### src/rtl/ahb_resp_mux_pkg.sv
// Shared definitions for the AHB data-phase response mux and its
// built-in default slave: bus encodings, slot numbering, FSM states
// and the select-priority helper.
package ahb_resp_mux_pkg;

    // HTRANS transfer types
    localparam logic [1:0] HTRANS_IDLE   = 2'b00;
    localparam logic [1:0] HTRANS_BUSY   = 2'b01;
    localparam logic [1:0] HTRANS_NONSEQ = 2'b10;
    localparam logic [1:0] HTRANS_SEQ    = 2'b11;

    // HRESP encodings
    localparam logic HRESP_OKAY  = 1'b0;
    localparam logic HRESP_ERROR = 1'b1;

    // Decoder slots; the last one is the unmapped region served internally
    localparam int         NSLOT        = 8;
    localparam logic [2:0] DEFAULT_SLOT = 3'd7;

    // Default-slave FSM states
    typedef enum logic [1:0] {
        DS_IDLE = 2'b00,
        DS_ERR1 = 2'b01,
        DS_ERR2 = 2'b10
    } ds_state_t;

    // Overlapping decoder regions resolve to the lowest set index;
    // no select at all lands on the default (unmapped) slot.
    function automatic logic [2:0] eff_select(input logic [7:0] hsel);
        logic [2:0] idx;
        idx = DEFAULT_SLOT;
        for (int i = NSLOT - 1; i >= 0; i--) begin
            if (hsel[i]) begin
                idx = 3'(i);
            end
        end
        return idx;
    endfunction

endpackage

### src/rtl/ahb_resp_mux_default_slave.sv
// Built-in default slave for the unmapped region. Answers active
// transfers with the two-cycle AHB ERROR response and counts how many
// ERROR responses it has started (saturating).
module ahb_default_slave
    import ahb_resp_mux_pkg::*;
#(
    parameter int CNT_W = 8
) (
    input  logic             HCLK,
    input  logic             HRESETn,
    input  logic             HSEL7_eff,
    input  logic [1:0]       HTRANS,
    input  logic             HREADY,
    output logic             HREADYOUT,
    output logic             HRESP,
    output logic [CNT_W-1:0] ERR_CNT
);

    ds_state_t        state_reg;
    ds_state_t        state_next;
    logic             active;
    logic             start;
    logic             hreadyout_reg;
    logic             hresp_reg;
    logic [CNT_W-1:0] cnt_reg;

    // Decode whether the sampled address phase is a real (NONSEQ/SEQ)
    // transfer to the unmapped region, and pick the next FSM state.
    always_comb begin
        active     = 1'b0;
        state_next = DS_IDLE;
        case (HTRANS)
            HTRANS_IDLE, HTRANS_BUSY:  active = 1'b0;
            HTRANS_NONSEQ, HTRANS_SEQ: active = 1'b1;
            default:                   active = 1'b0;
        endcase
        start = HREADY && HSEL7_eff && active;
        case (state_reg)
            DS_IDLE: state_next = start ? DS_ERR1 : DS_IDLE;
            DS_ERR1: state_next = DS_ERR2;
            DS_ERR2: state_next = start ? DS_ERR1 : DS_IDLE;
            default: state_next = DS_IDLE;
        endcase
    end

    // State, registered bus outputs and the saturating ERROR counter.
    always_ff @(posedge HCLK or negedge HRESETn) begin
        if (!HRESETn) begin
            state_reg     <= DS_IDLE;
            hreadyout_reg <= 1'b1;
            hresp_reg     <= HRESP_OKAY;
            cnt_reg       <= '0;
        end else begin
            state_reg     <= state_next;
            // Wait state only in ERR1; ERROR held through ERR1 and ERR2
            hreadyout_reg <= (state_next != DS_ERR1);
            hresp_reg     <= (state_next == DS_IDLE) ? HRESP_OKAY : HRESP_ERROR;
            if ((state_next == DS_ERR1) && (cnt_reg != {CNT_W{1'b1}})) begin
                cnt_reg <= cnt_reg + 1'b1;
            end
        end
    end

    assign HREADYOUT = hreadyout_reg;
    assign HRESP     = hresp_reg;
    assign ERR_CNT   = cnt_reg;

endmodule

### src/rtl/ahb_resp_mux.sv
// AHB-Lite data-phase response mux. Registers the prioritised decoder
// select at the end of each address phase and returns the selected
// slave's HRDATA/HREADY/HRESP to the single master. Slot 7 is served by
// the built-in default slave.
module ahb_resp_mux
    import ahb_resp_mux_pkg::*;
#(
    parameter int DATA_W = 32,
    parameter int NSLV   = 7,
    parameter int CNT_W  = 8
) (
    input  logic                   HCLK,
    input  logic                   HRESETn,
    input  logic [7:0]             HSEL,
    input  logic [1:0]             HTRANS,
    input  logic [NSLV*DATA_W-1:0] HRDATA_S,
    input  logic [NSLV-1:0]        HREADYOUT_S,
    input  logic [NSLV-1:0]        HRESP_S,
    output logic [DATA_W-1:0]      HRDATA,
    output logic                   HREADY,
    output logic                   HRESP,
    output logic [CNT_W-1:0]       ERR_CNT
);

    logic [2:0]        sel_eff;
    logic [2:0]        sel_q;
    logic              ds_hreadyout;
    logic              ds_hresp;
    logic [DATA_W-1:0] rdata_slot [NSLOT];
    logic              ready_slot [NSLOT];
    logic              resp_slot  [NSLOT];

    assign sel_eff = eff_select(HSEL);

    // Capture the data-phase owner whenever the current transfer completes.
    always_ff @(posedge HCLK or negedge HRESETn) begin
        if (!HRESETn) begin
            sel_q <= DEFAULT_SLOT;
        end else if (HREADY) begin
            sel_q <= sel_eff;
        end
    end

    // Flatten external slaves and the default slave into one 8-slot table;
    // slots beyond the external slaves are answered by the default slave.
    for (genvar gi = 0; gi < NSLOT; gi++) begin : g_slot
        if (gi < NSLV) begin : g_ext
            assign rdata_slot[gi] = HRDATA_S[gi*DATA_W +: DATA_W];
            assign ready_slot[gi] = HREADYOUT_S[gi];
            assign resp_slot[gi]  = HRESP_S[gi];
        end else begin : g_dflt
            assign rdata_slot[gi] = '0;
            assign ready_slot[gi] = ds_hreadyout;
            assign resp_slot[gi]  = ds_hresp;
        end
    end

    assign HRDATA = rdata_slot[sel_q];
    assign HREADY = ready_slot[sel_q];
    assign HRESP  = resp_slot[sel_q];

    ahb_default_slave #(
        .CNT_W (CNT_W)
    ) u_default_slave (
        .HCLK      (HCLK),
        .HRESETn   (HRESETn),
        .HSEL7_eff (sel_eff == DEFAULT_SLOT),
        .HTRANS    (HTRANS),
        .HREADY    (HREADY),
        .HREADYOUT (ds_hreadyout),
        .HRESP     (ds_hresp),
        .ERR_CNT   (ERR_CNT)
    );

endmodule
### config.mk
export PLATFORM = sky130hd
export DESIGN_NAME = ahb_resp_mux
export DESIGN_NICKNAME = d
export VERILOG_FILES = /design/src/rtl/ahb_resp_mux_pkg.sv /design/src/rtl/ahb_resp_mux_default_slave.sv /design/src/rtl/ahb_resp_mux.sv
export SDC_FILE = /design/constraint.sdc
export NUM_CORES = 1
export LEC_CHECK = 0
export BUFFER_PORTS_ARGS = -buffer_cell sky130_fd_sc_hd__buf_2
export CORE_AREA = 2 2 114 116
export DETAILED_ROUTE_END_ITERATION = 6
export DIE_AREA = 0 0 116 118
export SKIP_LAST_GASP = 1
export SLEW_MARGIN = 20
export SYNTH_ARGS = -nofsm -noshare
export SYNTH_HDL_FRONTEND = slang
export SYNTH_SLANG_ARGS = --single-unit
export TNS_END_PERCENT = 10
### constraint.sdc
create_clock -name HCLK -period 3.7 [get_ports HCLK]
set_input_delay 0.74 -clock HCLK [delete_from_list [all_inputs] [get_ports HCLK]]
set_output_delay 0.74 -clock HCLK [all_outputs]
set_load 0.01 [all_outputs]
==> out/qor.csv <==
metric;value;unit
outcome;finished, final reports clean;
Initial Util;0.208;
PD cells;488;mW/mm^2
setup bufs post-CTS;0;
H-tree depth reported by CTS;1;
Final ANT Viol Nets;0;
Worst-Margin Slew;0.487;ns
DRT iter0 DRCs;149;
Worst EP arrival;2.29;ns
Avg Cell Area, Syn;8.73;um^2
Die H;118;um
Cell Count, Final, Fillers Out;744;
R2R cell count;4;
RSZ-0062 raised after global routing;no;
sw frac;0.452;
first-pass GRT wire length;17.4;mm
post-synthesis sequential area ratio;0.147;
die area;0.0137;mm^2
combinational share of power;0.782;
Total GRT Usage;0.160;
cts repair resizes;0;
skew final;0.00600;ns
wire per inst;15.9;um
Mapped Cells;296;
Die X;116;um
largest net degree at the start of global routing;41;
internal cell power;1150;uW
WS Path Type;flip-flop to output pin;
worst r2r src;sel_q[1];
Largest stage delay, worst path;0.73;ns
commonest non-fill, non-tap cells in the layout;289 x buf_2, 70 x nor2_1, 65 x a21oi_1, 35 x mux4_2, 34 x mux2i_1;
P&R area growth vs syn;66.4;%
Largest register FFs;8;
clock buffer depth;2;
Synth Register Bits;15;
Worst Setup Slack, final;0.672;ns
final hold vios;0;
# rows;41;
DRC violations left;0;
initial antenna violation count;4;
area of the mapped netlist;0.00258;mm^2
drt pass-1 iters;6;
nets;821;
Via-to-Cell Ratio;4.66;
vias in the first global route;3495;
Worst-Skew Late Latency;0.25;ns
max cap viols;0;
Synth Warn #;0;
Fin Hold WS;0.395;ns
Max Slew Vio Count;0;
CTS root buf;clkbuf_16;
number of synthesized flops with an enable pin;0;
setup TNS;0;ns
crit path launch type;flip-flop;
Vias;3468;
Req. time, crit path;2.96;ns
GP Congestion;0.951;
DP Worst Slack;0.902;ns
post-DP HPWL;10.1;mm
clock share of power;0.102;
I/O Pins;292;
Rel. slew slack;0.671;
layout cells sized above 1;0.613;
leakage;0.00213;uW
fillers;1353;
detailed-route wire length;11.9;mm
FF-to-FF End;u_default_slave.ERR_CNT[1];
sequential group share of total power;0.115;
Core Region;0.0124;mm^2
CP max FO;24;
maximum vdd ir drop;0.358;mV
Synth Flop Type;dfrtp_1;
Final period util;0.818;
f_max;330;MHz
Tightest Hold Check Type;input pin to asynchronous set/reset pin;
Synth Net Count;547;
Tmin final;3.03;ns
Async SR Flop Fraction;1.00;
clk slew on worst S/H paths;0.05;ns
Final Setup Violations;0;
post-synth cell types;31;
Num CTS Buffers;3;
CP cell instances;buf_4 > mux4_2 > nor2_1 > a21oi_1 > buf_2;
PortBufs;289;
Clock Sinks;15;
slowest cell on the critical path;dfstp_4;
dpl cells;737;
NetSw;948;uW
r2r setup slk;1.44;ns
CTS tree;built;
most common cell after layout, fill and taps aside;buf_2;
Post-CTS Hold Buffers;0;
Crit. End Element;output pin;
Remaining Overflow, GRT;0;
power by group through the flow:
| stage | combinational [uW] | sequential (uW) | clock (uW) |
|---|---|---|---|
| 2_1_floorplan | 1170 | 194 | 0 |
| 3_3_place_gp | 1630 | 244 | 0 |
| 3_5_place_dp | 1660 | 246 | 0 |
| 4_1_cts | 1670 | 243 | 217 |
| 5_1_grt | 1800 | 248 | 224 |
| 6_report | 1640 | 242 | 215 |
worst max-delay path: cells and delay by family, from the launching register on:
family                 cells  cell delay [ns]
DFF                        1             0.73
muxes                      1             0.55
and+or+nand+nor            1             0.15
AOI/OAI and AO/OA          1             0.06
buffers and inverters      2             0.53
final cells by class:
| class | instances | area, um^2 | area share |
|---|---|---|---|
| Tap cell | 172 | 215 | 0.0501 |
| Sequential cell | 15 | 388 | 0.0902 |
| Antenna cell | 3 | 7.51 | 0.00175 |
| Clock buffer | 3 | 75.1 | 0.0175 |
| Timing Repair Buffer | 296 | 1520 | 0.354 |
| Clock inverter | 1 | 7.51 | 0.00175 |
| Multi-Input combinational cell | 249 | 2060 | 0.480 |
| Inverter | 5 | 18.8 | 0.00437 |
stage by stage:
stage | cell area, um^2 | power [uW] | util
after floorplan | 2580 | 1360 | -
after global placement | 4210 | 1880 | 0.339
after detailed placement | 4210 | 1910 | 0.339
after CTS | 4290 | 2130 | 0.346
after global routing | 4300 | 2280 | 0.346
final | 4300 | 2100 | 0.346
worst max-delay path by stage:
stage	startpoint	slack, ns	to
after detailed placement	sel_q[0]	0.90	HRDATA[18]
after CTS	sel_q[0]	0.63	HRDATA[18]
final	sel_q[0]	0.67	HRDATA[18]
after global routing	sel_q[0]	0.53	HRDATA[18]
after floorplan	sel_q[0]	1.21	HRDATA[10]
after global placement	sel_q[0]	0.93	HRDATA[18]
routing by layer:
layer	GRT usage	vias up	wire length, um
met4	0.0424	2	155
met3	0.0417	18	1120
met1	0.179	1618	4480
met5	0	-	13
met2	0.296	172	6080
li1	-	1658	-
cells in the mapped netlist, types with 2 or more instances:
master	count	area share
mux4_2	35	0.31
inv_1	5	0.0073
dfrtp_1	11	0.11
nor2b_1	3	0.0073
mux2_2	6	0.026
xor2_1	5	0.017
o21ai_0	2	0.0039
xnor2_1	2	0.0068
nor3_1	5	0.0097
mux2i_1	34	0.13
nor2_1	70	0.10
buf_2	9	0.017
nand3_1	7	0.014
a21oi_1	65	0.13
nand2_1	4	0.0058
dfstp_2	4	0.041
clkbuf_1	15	0.022
cells by family (layout without fill, tap and decap cells):
family / Yosys count / in the layout / synth area share
multiplexers: 76 / 76 / 0.467
AO/OA/AOI/OAI: 71 / 71 / 0.142
AND/OR/NAND/NOR: 94 / 94 / 0.159
adder cells (fa/ha/maj): 1 / 1 / 0.00484
buffers and inverters: 32 / 305 / 0.0552
other: 0 / 3 / 0
flip-flops: 15 / 15 / 0.147
XOR/XNOR: 7 / 7 / 0.0237
Power figures use the tool's default switching activity.
